$ cat config.mk
export PLATFORM = sky130hd
export DESIGN_NAME = crtc_timing_counter
export DESIGN_NICKNAME = d
export VERILOG_FILES = /design/src/rtl/crtc_timing_counter.sv
export SDC_FILE = /design/constraint.sdc
export NUM_CORES = 1
export LEC_CHECK = 0
export ABC_CLOCK_PERIOD_IN_PS = 3700
export CAP_MARGIN = 20
export CORE_ASPECT_RATIO = 1.75
export CORE_MARGIN = 4
export CORE_UTILIZATION = 50
export CTS_BUF_LIST = sky130_fd_sc_hd__clkbuf_16
export CTS_CLUSTER_DIAMETER = 100
export CTS_CLUSTER_SIZE = 8
export DETAILED_ROUTE_END_ITERATION = 6
export PLACE_DENSITY = 0.78
export SETUP_SLACK_MARGIN = 0.3
export SLEW_MARGIN = 20
export SYNTH_ARGS = -nofsm -noshare
export SYNTH_HDL_FRONTEND = slang
export SYNTH_SLANG_ARGS = --single-unit
$ cat constraint.sdc
create_clock -name clock -period 3.7 [get_ports clock]
set_clock_uncertainty 0.1 [all_clocks]
set_input_delay 0.925 -clock clock [delete_from_list [all_inputs] [get_ports clock]]
set_output_delay 0.925 -clock clock [all_outputs]
set_load 0.03 [all_outputs]
$ cat src/rtl/crtc_timing_counter.sv
// crtc_timing_counter: programmable, cascadable raster timing counter.
// Counts 0..total, flags the displayed region and emits a sync pulse of
// programmable position and width. Host writes land in a shadow bank that is
// committed to the active bank only at the wrap edge, so a period is never torn.
//
// Ports:
//   clock        rising-edge clock
//   reset_n      asynchronous active-low reset
//   enable       count enable (tie high or connect to a lower stage's carry)
//   write_en     register write strobe
//   write_addr   0=total, 1=displayed, 2=sync_pos, 3=sync_width
//   write_data   write value (sync_width uses the low SYNC_WIDTH bits)
//   counter      current count
//   carry        one-cycle pulse on the first cycle at 0 after a wrap
//   display_en   high while counter < active displayed
//   sync         sync pulse
module crtc_timing_counter #(
  parameter int unsigned WIDTH      = 8,
  parameter int unsigned SYNC_WIDTH = 4,
  parameter logic [WIDTH-1:0]      INIT_TOTAL      = WIDTH'(99),
  parameter logic [WIDTH-1:0]      INIT_DISPLAYED  = WIDTH'(80),
  parameter logic [WIDTH-1:0]      INIT_SYNC_POS   = WIDTH'(86),
  parameter logic [SYNC_WIDTH-1:0] INIT_SYNC_WIDTH = SYNC_WIDTH'(10)
) (
  input  logic             clock,
  input  logic             reset_n,
  input  logic             enable,
  input  logic             write_en,
  input  logic [1:0]       write_addr,
  input  logic [WIDTH-1:0] write_data,
  output logic [WIDTH-1:0] counter,
  output logic             carry,
  output logic             display_en,
  output logic             sync
);

  localparam logic [1:0] ADDR_TOTAL      = 2'd0;
  localparam logic [1:0] ADDR_DISPLAYED  = 2'd1;
  localparam logic [1:0] ADDR_SYNC_POS   = 2'd2;
  localparam logic [1:0] ADDR_SYNC_WIDTH = 2'd3;

  // Shadow bank (host side) and active bank (used for counting)
  logic [WIDTH-1:0]      sh_total, sh_disp, sh_spos;
  logic [SYNC_WIDTH-1:0] sh_swidth;
  logic [WIDTH-1:0]      act_total, act_disp, act_spos;
  logic [SYNC_WIDTH-1:0] act_swidth;

  logic [SYNC_WIDTH-1:0] rem;

  logic                  wrap_c;
  logic                  start_c;
  logic [WIDTH-1:0]      counter_next_c;
  logic [WIDTH-1:0]      disp_next_c;
  logic [WIDTH-1:0]      spos_next_c;
  logic [SYNC_WIDTH-1:0] swidth_next_c;
  logic                  sync_next_c;
  logic [SYNC_WIDTH-1:0] rem_next_c;

  // Next count, the register values in force after this edge, and sync update
  always_comb begin
    wrap_c         = enable && (counter == act_total);
    counter_next_c = counter;
    disp_next_c    = act_disp;
    spos_next_c    = act_spos;
    swidth_next_c  = act_swidth;
    sync_next_c    = sync;
    rem_next_c     = rem;
    start_c        = 1'b0;

    if (enable) begin
      if (wrap_c) begin
        counter_next_c = '0;
        disp_next_c    = sh_disp;
        spos_next_c    = sh_spos;
        swidth_next_c  = sh_swidth;
      end else begin
        counter_next_c = counter + WIDTH'(1);
      end

      start_c = (counter_next_c == spos_next_c) && (swidth_next_c != '0);

      // A start while already high simply reloads the remaining count
      if (start_c) begin
        sync_next_c = 1'b1;
        rem_next_c  = swidth_next_c - SYNC_WIDTH'(1);
      end else if (sync) begin
        if (rem == '0) begin
          sync_next_c = 1'b0;
        end else begin
          rem_next_c = rem - SYNC_WIDTH'(1);
        end
      end
    end
  end

  // Host writes into the shadow bank
  always_ff @(posedge clock or negedge reset_n) begin
    if (!reset_n) begin
      sh_total  <= INIT_TOTAL;
      sh_disp   <= INIT_DISPLAYED;
      sh_spos   <= INIT_SYNC_POS;
      sh_swidth <= INIT_SYNC_WIDTH;
    end else if (write_en) begin
      case (write_addr)
        ADDR_TOTAL:      sh_total  <= write_data;
        ADDR_DISPLAYED:  sh_disp   <= write_data;
        ADDR_SYNC_POS:   sh_spos   <= write_data;
        ADDR_SYNC_WIDTH: sh_swidth <= write_data[SYNC_WIDTH-1:0];
        default:         sh_total  <= sh_total;
      endcase
    end
  end

  // Commit shadow to active on wrap; a same-edge write is seen one wrap later
  always_ff @(posedge clock or negedge reset_n) begin
    if (!reset_n) begin
      act_total  <= INIT_TOTAL;
      act_disp   <= INIT_DISPLAYED;
      act_spos   <= INIT_SYNC_POS;
      act_swidth <= INIT_SYNC_WIDTH;
    end else if (wrap_c) begin
      act_total  <= sh_total;
      act_disp   <= sh_disp;
      act_spos   <= sh_spos;
      act_swidth <= sh_swidth;
    end
  end

  // Counter and registered outputs
  always_ff @(posedge clock or negedge reset_n) begin
    if (!reset_n) begin
      counter    <= '0;
      carry      <= 1'b0;
      display_en <= (INIT_DISPLAYED != '0);
      sync       <= 1'b0;
      rem        <= '0;
    end else begin
      counter    <= counter_next_c;
      carry      <= wrap_c;
      display_en <= (counter_next_c < disp_next_c);
      sync       <= sync_next_c;
      rem        <= rem_next_c;
    end
  end

endmodule

==> results.cfg <==
[status]
status = finished, final reports clean

[routing]
avgViaCountPerCell = 5.65
top_layer = met4
first_iter_violations = 139
postRouteAntennaNets = 0
drc = 0
drt-met1-wl_um = 2810
first_pass_iters = 4
via_count = 2222
met3_length_um = 181
wl_per_cell_um = 17.8
wl_met2_um = 3840
routed_wl_um = 7000

[place]
port_buffers = 24
place.gp.congestion = 0.881
hpwl_um = 5130
post-place-ws_ps = 141
placed_area_um2 = 3780
dp.cells = 374

[worst_setup_path]
end_kind = flop
r2r_start = counter[1]
worstSetupPathType = in2reg
rrSetupSlack_ps = 640
worstPathArrival_ps = 3390
startpoint_type = input port
cp_num_buf_inv = 2
reg2reg_to = rem[2]
slowest_delay_ps = 480
required_ps = 3850
ff2ff_path_depth = 13
cp_cell_sequence = clkdlybuf4s50_1, nand2_1, nor3_4, buf_4, mux2_2, mux2i_1, ha_1, a21oi_1, a41oi_1, o22ai_1, a31oi_1
startpoint = enable
crit_fanout = 9
cp_slowest_cell = clkdlybuf4s50_1
path_delay_family = buffers and inverters

[clocking]
postCtsHoldBufs = 0
cts_inserted_buffers = 9
cts_setup_buffers = 0
postCtsResizedCells = 0
h-tree-depth = 3
root_buffer = clkbuf_16
clk_pin_slew_ps = 50
cts_tree = yes
clk_path_buf_depth = 2
clock_latency_ps = 330
cts_num_sinks = 71

[worst_hold_path]
hold_path_depth = 1
hp-start = rem[3]
hold_path_class = reg2reg
hold_end = rem[3]

[floorplanning]
fp.dieW_um = 70.6
ioPinCount = 25
die_area_um2 = 8300
initial_core_util = 0.520
die_h_um = 118
rows = 39
core-area_um2 = 6590

[sta]
hold_viol = 0
setup_viol = 0
post-route-period-util = 0.874
fin_tns_setup_ps = 0
tightest_slew_ps = 729
fin_crit_ps = 3230
hold_slack_ps = 389
timing.fmax_mhz = 309
drv_slew = 0
slew_headroom = 0.514
setup_ws_ps = 467
grt_setup_unrepaired = false

[cells_and_area]
final_cell_mix = mux2_2 (50), dfrtp_1 (46), dfstp_2 (25)
final_net_count = 329
antenna_cells = 0
syn_to_final_growth_pct = 18.6
drive_gt1_frac = 0.341
fin_area_um2 = 4070
final_common_cell = mux2_2
fin_cells = 393

[logic_synthesis]
yosys.area.top_type = dfrtp_1
syn_area_per_cell_um2 = 12.7
synth_warnings = 0
ys_seq_area_frac = 0.527
synth-async-reset-ratio = 1.00
synthTopCellsByArea = dfrtp_1 (34%), dfstp_2 (19%), mux2_2 (16%)
synth_edf_count = 0
synth_cells = 270
netlist_area_um2 = 3430
synth-seq-cells = 71
synthFlopType = dfrtp_1
yosysUniqueCellTypes = 44
synth_top_area_share = 0.336
syn_nets = 293

[global_routing]
grt_pass1_vias = 2250
track_usage = 0.179
gr-total-overflow = 0
grt_pass1_wl_um = 11400
antenna_found_initial = 0
grt_max_degree = 35

[power]
p_leak_nw = 1.81
pwr_density_cell_nw_per_um2 = 610
vdd_drop_max_mv = 0.339

[flow_run]
cap_viol_max_count = 0
[cells by family after synthesis]
group	count (synthesis)	share of synthesized area
DFF	71	0.527
muxes	64	0.207
and+or+nand+nor	46	0.0715
AOI/OAI and AO/OA	35	0.0766
buffers and inverters	25	0.0339
xor gates and xnor gates	20	0.0511
adders and majority gates	9	0.0328
[registers in the layout, indices dropped and copies added, names as in the netlist, 4 cells and up]
signal      count
sh_swidth       4
act_spos        8
rem             4
counter         8
act_swidth      4
sh_spos         8
act_total       8
act_disp        8
sh_disp         8
sh_total        8
[worst reg2reg max path, cell delays in order, from the launching register on]
cell and delay [ps]:
dfrtp_1 490, ha_1 360, and3_4 240, nand3_1 120, nor3_1 170, a21oi_1 110
o41ai_4 290, buf_4 190, mux2i_1 200, ha_1 230, a21oi_1 80, a41oi_1 180
o22ai_1 90, a31oi_1 130
[cell usage after synthesis, types with 4 or more instances]
master and instances:
a21oi_1 4, dfrtp_1 46, mux2_2 50, nor4_1 4, nor2_1 7, mux2i_1 13
xnor2_1 17, ha_1 9, dfstp_2 25, nand3_1 8, nand2_1 11, inv_1 15
buf_2 6, o21ai_0 9
[metal layers]
layer  global-route usage  vias up
li1                     -     1048
met1                0.211     1122
met2                0.307       37
met3               0.0342       15
met4               0.0906        0
met5                    0        -
[area by class of cell]
class / count / area, um2
Fill cell: 520 / 2520
Clock buffer: 9 / 225
Multi-Input combinational cell: 174 / 1510
Tap cell: 82 / 103
Clock inverter: 7 / 33.8
Inverter: 15 / 56.3
Sequential cell: 71 / 1810
Timing Repair Buffer: 35 / 330
[power by group]
part	total (mW)	switching (mW)	internal [mW]
clock network	0.742	0.300	0.441
registers	1.09	0.164	0.922
logic	0.652	0.342	0.309
total	2.48	0.807	1.67
[worst max-delay path by stage]
stage / to / slack (ps) / cells past startpoint
after floorplan: rem[2] / 670 / 12
after global placement: rem[2] / 190 / 11
after detailed placement: rem[2] / 140 / 11
after CTS: rem[2] / 410 / 12
after global routing: display_en / 330 / 11
final: rem[2] / 470 / 11
[stage by stage]
stage	util	total power, mW
global route	0.617	2.61
CTS	0.614	2.49
floorplan	-	1.52
global placement	0.575	1.72
detailed placement	0.575	1.74
finish	0.617	2.48
Note: power is estimated with default switching activity, not from simulation.
